### src/rtl/riscv_v_rf_wb_seq_if.sv
// riscv_v_rf_wb_seq_if: result-beat valid/ready bus from vector execute/load units
interface riscv_v_rf_wb_seq_if #(
  parameter int DATA_BYTES = 16,
  parameter int ADDR_W     = 5
);
  localparam int VL_W = $clog2(DATA_BYTES) + 1;
  logic                    valid;
  logic                    ready;
  logic [ADDR_W-1:0]       vd;
  logic [DATA_BYTES*8-1:0] data;
  logic [1:0]              sew;
  logic [VL_W-1:0]         vl;
  logic [VL_W-1:0]         vstart;
  logic                    vm;
  logic [DATA_BYTES-1:0]   mask;
  modport master (output valid, vd, data, sew, vl, vstart, vm, mask, input ready);
  modport slave  (input valid, vd, data, sew, vl, vstart, vm, mask, output ready);
endinterface

### src/rtl/riscv_v_rf_wb_seq.sv
// riscv_v_rf_wb_seq: queues vector result beats and drives the RF byte-enabled write port
module riscv_v_rf_wb_seq #(
  parameter int DATA_BYTES = 16,
  parameter int ADDR_W     = 5,
  parameter int FIFO_DEPTH = 2
) (
  input  logic                            clk,
  input  logic                            rst_n,
  riscv_v_rf_wb_seq_if.slave              in_if,
  input  logic                            rf_wr_stall,
  output logic [ADDR_W-1:0]               wr_addr,
  output logic [DATA_BYTES*8-1:0]         data_in,
  output logic [DATA_BYTES-1:0]           wr_en,
  input  logic [ADDR_W-1:0]               query_addr,
  output logic                            query_hit,
  output logic [$clog2(FIFO_DEPTH):0]     fifo_count
);
  localparam int PW = $clog2(FIFO_DEPTH);
  localparam int CW = PW + 1;
  logic [ADDR_W-1:0]       vd_q   [FIFO_DEPTH];
  logic [DATA_BYTES*8-1:0] data_q [FIFO_DEPTH];
  logic [DATA_BYTES-1:0]   be_q   [FIFO_DEPTH];
  logic [PW-1:0]           wr_ptr, rd_ptr;
  logic [CW-1:0]           count;
  logic                    push, pop;
  logic [DATA_BYTES-1:0]   be;
  int                      ne, vl_eff;
  assign in_if.ready = rst_n && (count != CW'(FIFO_DEPTH));
  assign push        = in_if.valid && in_if.ready;
  assign pop         = (count != '0) && !rf_wr_stall;
  assign wr_addr     = vd_q[rd_ptr];
  assign data_in     = data_q[rd_ptr];
  assign wr_en       = pop ? be_q[rd_ptr] : '0;
  assign fifo_count  = count;
  // byte enable: byte b belongs to element b>>sew, active inside [vstart, min(vl,NE)) and unmasked
  always_comb begin
    be     = '0;
    ne     = DATA_BYTES >> in_if.sew;
    vl_eff = int'(in_if.vl) < ne ? int'(in_if.vl) : ne;
    for (int b = 0; b < DATA_BYTES; b++)
      be[b] = (b >> in_if.sew) >= int'(in_if.vstart) && (b >> in_if.sew) < vl_eff &&
              (in_if.vm || in_if.mask[b >> in_if.sew]);
  end
  // in-order circular FIFO; async reset drops every queued beat
  always_ff @(posedge clk or negedge rst_n) begin
    if (!rst_n) begin
      wr_ptr <= '0;
      rd_ptr <= '0;
      count  <= '0;
      for (int i = 0; i < FIFO_DEPTH; i++) begin
        vd_q[i]   <= '0;
        data_q[i] <= '0;
        be_q[i]   <= '0;
      end
    end else begin
      if (push) begin
        vd_q[wr_ptr]   <= in_if.vd;
        data_q[wr_ptr] <= in_if.data;
        be_q[wr_ptr]   <= be;
        wr_ptr         <= wr_ptr + PW'(1);
      end
      if (pop) rd_ptr <= rd_ptr + PW'(1);
      count <= count + CW'(push) - CW'(pop);
    end
  end
  // pending-write query over occupied entries, walked from the head
  always_comb begin
    query_hit = 1'b0;
    for (int k = 0; k < FIFO_DEPTH; k++)
      query_hit = query_hit || (k < int'(count) && vd_q[rd_ptr + PW'(k)] == query_addr);
  end
endmodule
### src/flat_wrapper.sv
// flat-port wrapper written by rule: the top's interface ports become plain ports
module riscv_v_rf_wb_seq_flat 
#(
  parameter int DATA_BYTES = 16,
  parameter int ADDR_W     = 5,
  parameter int FIFO_DEPTH = 2
)
  (clk, rst_n, rf_wr_stall, wr_addr, data_in, wr_en, query_addr, query_hit, fifo_count, in_if_valid, in_if_vd, in_if_data, in_if_sew, in_if_vl, in_if_vstart, in_if_vm, in_if_mask, in_if_ready);
  riscv_v_rf_wb_seq_if #(.DATA_BYTES(DATA_BYTES), .ADDR_W(ADDR_W)) in_if_i ();
  input  logic clk;
  input  logic rst_n;
  input  logic rf_wr_stall;
  output logic [ADDR_W-1:0] wr_addr;
  output logic [DATA_BYTES*8-1:0] data_in;
  output logic [DATA_BYTES-1:0] wr_en;
  input  logic [ADDR_W-1:0] query_addr;
  output logic query_hit;
  output logic [$clog2(FIFO_DEPTH):0] fifo_count;
  input wire logic [$bits(in_if_i.valid)-1:0] in_if_valid;
  input wire logic [$bits(in_if_i.vd)-1:0] in_if_vd;
  input wire logic [$bits(in_if_i.data)-1:0] in_if_data;
  input wire logic [$bits(in_if_i.sew)-1:0] in_if_sew;
  input wire logic [$bits(in_if_i.vl)-1:0] in_if_vl;
  input wire logic [$bits(in_if_i.vstart)-1:0] in_if_vstart;
  input wire logic [$bits(in_if_i.vm)-1:0] in_if_vm;
  input wire logic [$bits(in_if_i.mask)-1:0] in_if_mask;
  output wire logic [$bits(in_if_i.ready)-1:0] in_if_ready;
  assign in_if_i.valid = in_if_valid;
  assign in_if_i.vd = in_if_vd;
  assign in_if_i.data = in_if_data;
  assign in_if_i.sew = in_if_sew;
  assign in_if_i.vl = in_if_vl;
  assign in_if_i.vstart = in_if_vstart;
  assign in_if_i.vm = in_if_vm;
  assign in_if_i.mask = in_if_mask;
  assign in_if_ready = in_if_i.ready;
  riscv_v_rf_wb_seq #(.DATA_BYTES(DATA_BYTES), .ADDR_W(ADDR_W), .FIFO_DEPTH(FIFO_DEPTH)) u_core (.clk(clk), .rst_n(rst_n), .in_if(in_if_i), .rf_wr_stall(rf_wr_stall), .wr_addr(wr_addr), .data_in(data_in), .wr_en(wr_en), .query_addr(query_addr), .query_hit(query_hit), .fifo_count(fifo_count));
endmodule
### config.mk
export PLATFORM = sky130hd
export DESIGN_NAME = riscv_v_rf_wb_seq_flat
export DESIGN_NICKNAME = d
export VERILOG_FILES = /design/src/rtl/riscv_v_rf_wb_seq_if.sv /design/src/rtl/riscv_v_rf_wb_seq.sv /design/src/flat_wrapper.sv
export SDC_FILE = /design/constraint.sdc
export NUM_CORES = 1
export LEC_CHECK = 0
export BUFFER_PORTS_ARGS = -buffer_cell sky130_fd_sc_hd__buf_4
export CORE_MARGIN = 3
export CORE_UTILIZATION = 56
export DETAILED_ROUTE_END_ITERATION = 16
export PLACE_DENSITY = 0.81
export SETUP_SLACK_MARGIN = 0.1
export SYNTH_ARGS = -nofsm -noshare
export SYNTH_HDL_FRONTEND = slang
export SYNTH_SLANG_ARGS = --single-unit
### constraint.sdc
create_clock -name clk -period 3.23 [get_ports clk]
set_clock_uncertainty 0.2 [all_clocks]
set_input_delay 0.4845 -clock clk [delete_from_list [all_inputs] [get_ports clk]]
set_output_delay 0.4845 -clock clk [all_outputs]
set_load 0.1 [all_outputs]
==> results of run 1 <==
[cells by family after synthesis]
family	synth area share
AOI/OAI and AO/OA	0.05885
xor gates and xnor gates	0.007628
and+or+nand+nor	0.2335
buffers and inverters	0.03651
muxes	0.1631
adders and majority gates	0.03020
DFF	0.4702
[how the worst max path moves through the flow]
stage,from,end,cells after the start
2_1_floorplan,in_if_sew[1],u_core.be_q[29],20
3_3_place_gp,in_if_sew[0],u_core.be_q[13],17
3_5_place_dp,in_if_sew[0],u_core.be_q[13],16
4_1_cts,u_core.rd_ptr,query_hit,7
5_1_grt,in_if_sew[0],u_core.be_q[26],17
6_report,in_if_sew[0],u_core.be_q[26],17
[worst max-delay path, stage by stage]
cell and delay [ps]:
buf_4 120, clkinvlp_4 90, ha_1 160, inv_1 60, ha_1 210, nor3_4 260
o21ai_4 100, nand2_4 70, nor2_1 50, a21oi_1 130, ha_1 290, inv_1 120
a2111oi_0 70, a311oi_1 310, o221ai_1 230, a2111oi_4 360, mux2_2 210
[timing repair]
item | in CTS | in global routing
endpoints found under the hold margin | 291 | 0
hold buffers | 134 | 0
resized for setup | 2 | 1
setup buffers | 4 | 0
cloned | 0 | 0
endpoints found under the setup margin | 56 | 1
[final cells by class]
| type | instances | area [um^2] |
|---|---|---|
| flip-flops and latches | 302 | 7564 |
| multi-input cells | 1355 | 8163 |
| clock buffers | 42 | 877.1 |
| diodes | 2 | 5.005 |
| inverters | 24 | 113.9 |
| repair buffers | 526 | 4412 |
| clock inverters | 16 | 279.0 |
| fillers | 1677 | 6125 |
| well taps | 378 | 473.0 |
[registers in the layout (all words and copies together), names as in the netlist]
name / cells
u_core.be_q: 32
u_core.data_q: 256
u_core.wr_ptr: 1
u_core.vd_q: 10
u_core.fifo_count: 2
u_core.rd_ptr: 1
[routing by layer]
metal / vias to the layer above / part of all wire / GRT usage
li1: 6773 / - / -
met1: 7481 / 0.36 / 0.4212
met2: 887 / 0.50 / 0.5784
met3: 209 / 0.091 / 0.07479
met4: 0 / 0.049 / 0.1570
met5: - / 0 / 0
[stage by stage]
step / instances / TNS (ps) / area (um^2)
after floorplan: 1793 / -3090 / 16340
after global placement: 2447 / -1277 / 19330
after detailed placement: 2447 / -2196 / 19330
after CTS: 2643 / 0 / 21870
after global routing: 2644 / -127.4 / 21880
final: 2645 / 0 / 21890
[layout by cell type (no fill, tap or decap), types with 7 or more instances in the layout]
cell type	n
mux4_2	31
a21oi_1	29
nor3_1	7
inv_1	19
nor2_2	7
a211oi_1	8
dlygate4sd3_1	134
ha_1	34
buf_4	380
mux2_2	142
mux2i_1	29
bufinv_16	7
buf_12	9
nand2b_1	13
o21ai_0	36
dfrtp_1	299
o211ai_1	11
nor2_4	12
nand2_1	850
nor2_1	34
clkbuf_16	31
xnor2_1	10
==> results.md, run 1 <==
- Status: complete, no violations
- Clk slew on worst S/H paths: 60 ps
- Count leader, synth: nand2_1
- Row count: 61
- # setup viols final: 0
- Worst rel slew slack: 0.3382
- Hold slack: 156.3 ps
- CTS tree: done
- All-Layer GR Usage: 0.3418
- Hold Crit Class: in2reg
- Yosys reg bits: 302
- Post-Syn Area: 16070 um^2
- H-tree lvl count: 1
- Final core occ: 0.7813
- FF-to-FF Start: u_core.fifo_count[1]
- Hold-critical path depth: 3
- EDFF count, synth: 0
- Tmin final: 3018 ps
- Period utilization: 0.9342
- Die Span Y: 175.4 um
- CP Capture Type: register
- F_max: 331.4 MHz
- DR iter-0 viols: 1421
- Via count: 15.35k
- CTS Buffer Depth: 3
- Post-Route WL: 53590 um
- Post-synthesis instance total: 1793
- CP startpoint kind: input port
- Area Growth Syn to Fin: 36.17%
- Initial Utilization: 0.5738
- Vias in the first global route: 15.74k
- First-pass GRT wire length: 85030 um
- Clock Latency Late Sink: 570 ps
- Critical path class: in2reg
- Router iterations before antenna repair: 6
- CP arrival: 3340 ps
- Top cell type by total area after synthesis: dfrtp_1
- DP Worst Slack: -303.9 ps
- Final Hold Fails: 0
- ANT nets after route: 0
- Num CTS Buffers: 31
- Hold Path Origin: in_if_vstart[4]
- WP data required: 3550 ps
- Largest net degree at the start of global routing: 83
- Syn Area/Cell: 8.964 um^2
- Register area share after synthesis: 0.4702
- Area fraction of the dominant cell type after synthesis: 0.4702
- Port Buffers: 323
- Async S/R FF share, synth: 1.000
- Clock sinks: 302
- Synth top area cells: dfrtp_1 (47%), nand2_1 (20%), mux2_2 (10%)
- FF-to-FF path depth: 6
- Hpwl dp: 32100 um
- Core area: 28010 um^2
- Io pins: 324
- Reg2reg setup slack: 770 ps
- Syn nets: 2002
- Final GP Congestion: 0.9181
- Die width: 175.4 um
- Nets@finish: 2449
- Distinct cells, synth: 66
- Final Max Slew Viols: 0
- Worst setup margin: 212.5 ps
- Main synth FF type: dfrtp_1
- Gr ovfl total: 0
- Share of cells above drive strength 1: 0.2980
- Synth warn: 0
- Maxcap violations: 0
- DRC: 0
- CTS root buffer: clkbuf_16
- Die area: 30770 um^2
- Worst slew pin tran: 992.7 ps
- CP Max Fanout: 3
- Hold Path Sink: u_core.be_q[10]
- Drt wl/cell: 20.26 um
- FF-to-FF End: u_core.data_q[109]
- Vias/cell: 5.803
- Initial antenna violation count: 1
- Post-synth top cells: nand2_1 (854), dfrtp_1 (302), mux2_2 (145)
Power of run 1 is not shown: default switching activity piles up to over one toggle a cycle in this logic, so the estimate is an artifact.
==> run 2: changes to the inputs <==
Settings changed: CELL_PAD_IN_SITES_DETAIL_PLACEMENT set to 1, CELL_PAD_IN_SITES_GLOBAL_PLACEMENT set to 1, CORE_UTILIZATION 56 to 42, PLACE_DENSITY 0.81 to unset, PLACE_DENSITY_LB_ADDON set to 0.1.
==> results.md, run 2 (same netlist as run 1, synthesis figures left out) <==
- Status: complete, no violations
- WP data required: 2550 ps (-1000 ps)
- F_max: 326.5 MHz (-1.5%)
- CTS tree: done
- FF-to-FF Start: u_core.fifo_count[0]
- Area Growth Syn to Fin: 38.37%
- RSZ-0062 raised after global routing: true
- Drt wl/cell: 20.57 um (+1.5%)
- Die width: 201.6 um (+15%)
- Nets@finish: 2473 (+0.98%)
- FF-to-FF path depth: 8 (+2)
- Vias/cell: 5.276 (-9.1%)
- CTS root buffer: clkbuf_16
- First-pass GRT wire length: 92010 um (+8.2%)
- Initial antenna violation count: 6 (+5)
- ANT nets after route: 0 (unchanged)
- Via count: 14.78k (-3.7%)
- Final GP Congestion: 0.8653 (-5.8%)
- Final Max Slew Viols: 0 (unchanged)
- Clk slew on worst S/H paths: 60 ps (about the same)
- Hpwl dp: 36180 um (+13%)
- Row count: 71 (+16%)
- Most common cell after layout, fill and taps aside: nand2_1
- Router iterations before antenna repair: 6 (unchanged)
- Setup Total Neg Slack: 0 ps (unchanged)
- Post-Route WL: 57640 um (+7.5%)
- Core area: 37670 um^2 (+34%)
- CP arrival: 2380 ps (-960 ps)
- Die Span Y: 201.6 um (+15%)
- Io pins: 324 (unchanged)
- Clock sinks: 302 (unchanged)
- DP Worst Slack: -362.9 ps (-58.96 ps)
- CP startpoint kind: register
- Worst Setup EP: query_hit
- Most frequent cells in the layout: nand2_1 (850), buf_4 (401), dfrtp_1 (299)
- All-Layer GR Usage: 0.2805 (-0.06131)
- CP Max Fanout: 12 (+9)
- Busiest grt layer: met2
- Clock Latency Late Sink: 520 ps (-50 ps)
- Worst setup margin: 167.3 ps (-45.15 ps)
- Reg2reg setup slack: 870 ps (+100 ps)
- Filler Cell Count: 4339 (+160%)
- FF-to-FF End: u_core.data_q[82]
- Met3 usage: 0.05210 (-0.02270)
- Largest regs: u_core.data_q x256, u_core.be_q x32, u_core.vd_q x10
- CP Capture Type: primary output
- Gr ovfl total: 0 (unchanged)
- Period utilization: 0.9482 (+0.01398)
- Critical path class: reg2out
- Worst slew pin tran: 963.8 ps (-28.88 ps)
- CTS Buffer Depth: 3 (unchanged)
- Tmin final: 3063 ps (+45.14 ps)
- Hold Crit Class: in2async
- Worst rel slew slack: 0.3574 (+0.01926)
- Met1 usage: 0.3535 (-0.06768)
- Largest net degree at the start of global routing: 167 (+100%)
- Worst Setup SP: u_core.rd_ptr
- # setup viols final: 0 (unchanged)
- Num CTS Buffers: 35 (+13%)
- Final Hold Fails: 0 (unchanged)
- DRC: 0 (unchanged)
- Initial Utilization: 0.4267 (-0.1471)
- Vias in the first global route: 16.45k (+4.5%)
- H-tree lvl count: 2 (+1)
- Share of cells above drive strength 1: 0.3061 (+0.008065)
- Biggest register: u_core.data_q
- Largest register FFs: 256 (unchanged)
- Maxcap violations: 0 (unchanged)
- DR iter-0 viols: 723 (-49%)
- Die area: 40650 um^2 (+32%)
- Met2 Resource Use GR: 0.4940 (-0.08437)
- Port Buffers: 323 (unchanged)
-- run 2: metal layers --
layer | wire, um | vias to the layer above
li1 | - | 6817
met1 | 23900 | 7475
met4 | 1610 | 4
met5 | 23 | -
met2 | 29320 | 392
met3 | 2776 | 96
-- run 2: how the worst min path moves through the flow --
stage	startpoint	end	slack [ps]
2_1_floorplan	rst_n	u_core.be_q[0]	-10
3_3_place_gp	rst_n	u_core.data_q[237]	140
3_5_place_dp	rst_n	u_core.data_q[237]	140
4_1_cts	in_if_valid	u_core.wr_ptr	170
5_1_grt	rst_n	u_core.data_q[237]	180
6_report	rst_n	u_core.data_q[237]	180
-- run 2: critical path: stages (launching register included) --
cell      delay, ps
dfrtp_4         530
mux2_2          400
xor2_1          160
nor2_1          140
nand4b_1        160
o31ai_4         230
buf_8           240
-- run 2: repair_timing --
item,CTS,global route
endpoints found under the setup margin,43,36
hold buffers,134,0
pin swaps,0,7
setup buffers,1,5
endpoints found under the hold margin,334,0
gates cloned,0,0
resized for setup,1,15
-- run 2: area by class of cell --
class | instances | area (um^2) | share of cell area
Multi-Input combinational cell | 1355 | 8215 | 0.3694
Sequential cell | 302 | 7564 | 0.3401
Timing Repair Buffer | 546 | 4553 | 0.2047
Clock buffer | 51 | 1007 | 0.04529
Tap cell | 511 | 639.4 | 0.02875
Clock inverter | 9 | 135.1 | 0.006076
Inverter | 24 | 116.4 | 0.005232
Antenna cell | 4 | 10.01 | 0.0004501
-- run 2: through the flow --
step                      hold WS, ps  utilization  area (um^2)  instances
after global placement          143.4       0.5210        19620       2598
after global routing            177.9       0.5905        22240       2802
after floorplan                -11.09            -        16340       1793
after detailed placement        142.0       0.5210        19620       2598
final                           177.7       0.5905        22240       2802
after CTS                       167.0       0.5872        22120       2793
Power of run 2 is left out for the same reason.
==> run 3: changes to the inputs <==
Settings changed: CORE_ASPECT_RATIO set to 0.7.
==> results.md, run 3 (same netlist as run 1, synthesis figures left out) <==
- Status: complete, no violations
- ANT nets after route: 0 (unchanged)
- Hold Crit Class: in2reg
- Gr ovfl total: 0 (unchanged)
- Clock sinks: 302 (unchanged)
- WP data required: 2550 ps (about the same)
- DR iter-0 viols: 806 (+11%)
- Worst setup margin: 195.8 ps (+28.50 ps)
- Drt wl/cell: 20.57 um (about the same)
- Period utilization: 0.9394 (-0.008822)
- First-pass GRT wire length: 89500 um (-2.7%)
- CP Max Fanout: 7 (-5)
- Worst Setup SP: u_core.rd_ptr
- Most common cell after layout, fill and taps aside: nand2_1
- Setup Total Neg Slack: 0 ps (unchanged)
- H-tree lvl count: 1 (-1)
- Die area: 40690 um^2 (about the same)
- Vias/cell: 5.268 (-0.16%)
- Post-Route WL: 57270 um (-0.64%)
- Largest net degree at the start of global routing: 187 (+12%)
- FF-to-FF Start: u_core.fifo_count[1]
- RSZ-0062 raised after global routing: false
- Fin area: 22300 um^2 (+0.28%)
- Final GP Congestion: 0.9191 (+6.2%)
- DP Area: 19620 um^2 (about the same)
- Final core occ: 0.5959 (+0.005408)
- Die width: 239.8 um (+19%)
- Worst slew pin tran: 1115 ps (+151.2 ps)
- Share of cells above drive strength 1: 0.3109 (+0.004839)
- DRC: 0 (unchanged)
- Largest regs: u_core.data_q x256, u_core.be_q x32, u_core.vd_q x10
- Port Buffers: 323 (unchanged)
- Num CTS Buffers: 31 (-11%)
- Final Hold Fails: 0 (unchanged)
- Vias in the first global route: 16.11k (-2.1%)
- Area Growth Syn to Fin: 38.75%
- CTS tree: done
- Biggest register: u_core.data_q
- CP arrival: 2350 ps (-30 ps)
- Clk slew on worst S/H paths: 60 ps (about the same)
- Router iterations before antenna repair: 7 (+1)
- Hpwl dp: 37250 um (+3.0%)
- DP Worst Slack: -520.7 ps (-157.8 ps)
- Worst rel slew slack: 0.2566 (-0.1008)
- CTS root buffer: clkbuf_16
- Critical path class: reg2out
- Core area: 37430 um^2 (-0.63%)
- Initial Utilization: 0.4294 (+0.002725)
- Hold Path Origin: rf_wr_stall
- Largest register FFs: 256 (unchanged)
- CP Capture Type: primary output
- Io pins: 324 (unchanged)
- Initial antenna violation count: 7 (+1)
- CP startpoint kind: register
- Via count: 14.67k (-0.80%)
- Row count: 59 (-17%)
- Most frequent cells in the layout: nand2_1 (850), buf_4 (401), dfrtp_1 (299)
- Die Span Y: 169.7 um (-16%)
- Tmin final: 3034 ps (-28.50 ps)
- Final Max Slew Viols: 0 (unchanged)
- Nets@finish: 2474 (+0.040%)
- # setup viols final: 0 (unchanged)
- Clock Latency Late Sink: 580 ps (+60 ps)
- All-Layer GR Usage: 0.2757 (-0.004798)
- Maxcap violations: 0 (unchanged)
- F_max: 329.6 MHz (+0.94%)
- CTS Buffer Depth: 3 (unchanged)
-- run 3: changes by cell type in the layout (fill, tap and decap cells not counted), sizes merged --
cell,delta
buf,+5
clkbuf,-8
diode,+2
bufinv,+3
clkinvlp,+3
-- run 3: timing repair --
item,in CTS,in global routing
pin swaps,0,12
resized for setup,1,26
buffers inserted,1,7
endpoints found under the setup margin,15,14
hold endpoints to repair,298,0
hold buffers,134,0
-- run 3: worst paths after layout --
| check | to | slack, ps | cells past startpoint |
|---|---|---|---|
| setup / recovery | query_hit | 200 | 6 |
| hold / removal | u_core.rd_ptr | 130 | 3 |
| setup reg to reg | u_core.data_q[2] | 940 | 6 |
| hold reg to reg | u_core.data_q[17] | 270 | 2 |
| max in group asynchronous | u_core.be_q[19] | 1080 | 4 |
| min in group asynchronous | u_core.vd_q[6] | 520 | 3 |
-- run 3: metrics by stage --
stage	hold slack [ps]	cells
floorplan	-11.09	1793
global placement	251.6	2578
detailed placement	258.3	2578
CTS	104.5	2771
global route	131.1	2783
finish	128.9	2784
-- run 3: worst max-delay path: stages, from the launching register on --
cell and delay [ps]:
dfrtp_4 530, buf_6 160, buf_4 130, mux2_2 280
xor2_1 170, o31ai_4 260, buf_12 210
-- run 3: layout make-up --
cell class,count,area [um^2]
Fill cell,4210,15130
Clock inverter,15,247.7
Antenna cell,6,15.01
Multi-Input combinational cell,1355,8230
Timing Repair Buffer,551,4614
Tap cell,488,610.6
Inverter,24,118.9
Clock buffer,43,900.9
Sequential cell,302,7564
-- run 3: per-layer routing --
metal,up-vias,part of all wire,GRT usage
met5,-,0.00037,0
met4,4,0.032,0.09060
met3,114,0.054,0.05344
met2,372,0.48,0.4613
met1,7346,0.43,0.3628
li1,6829,-,-
Power of run 3 is left out for the same reason.
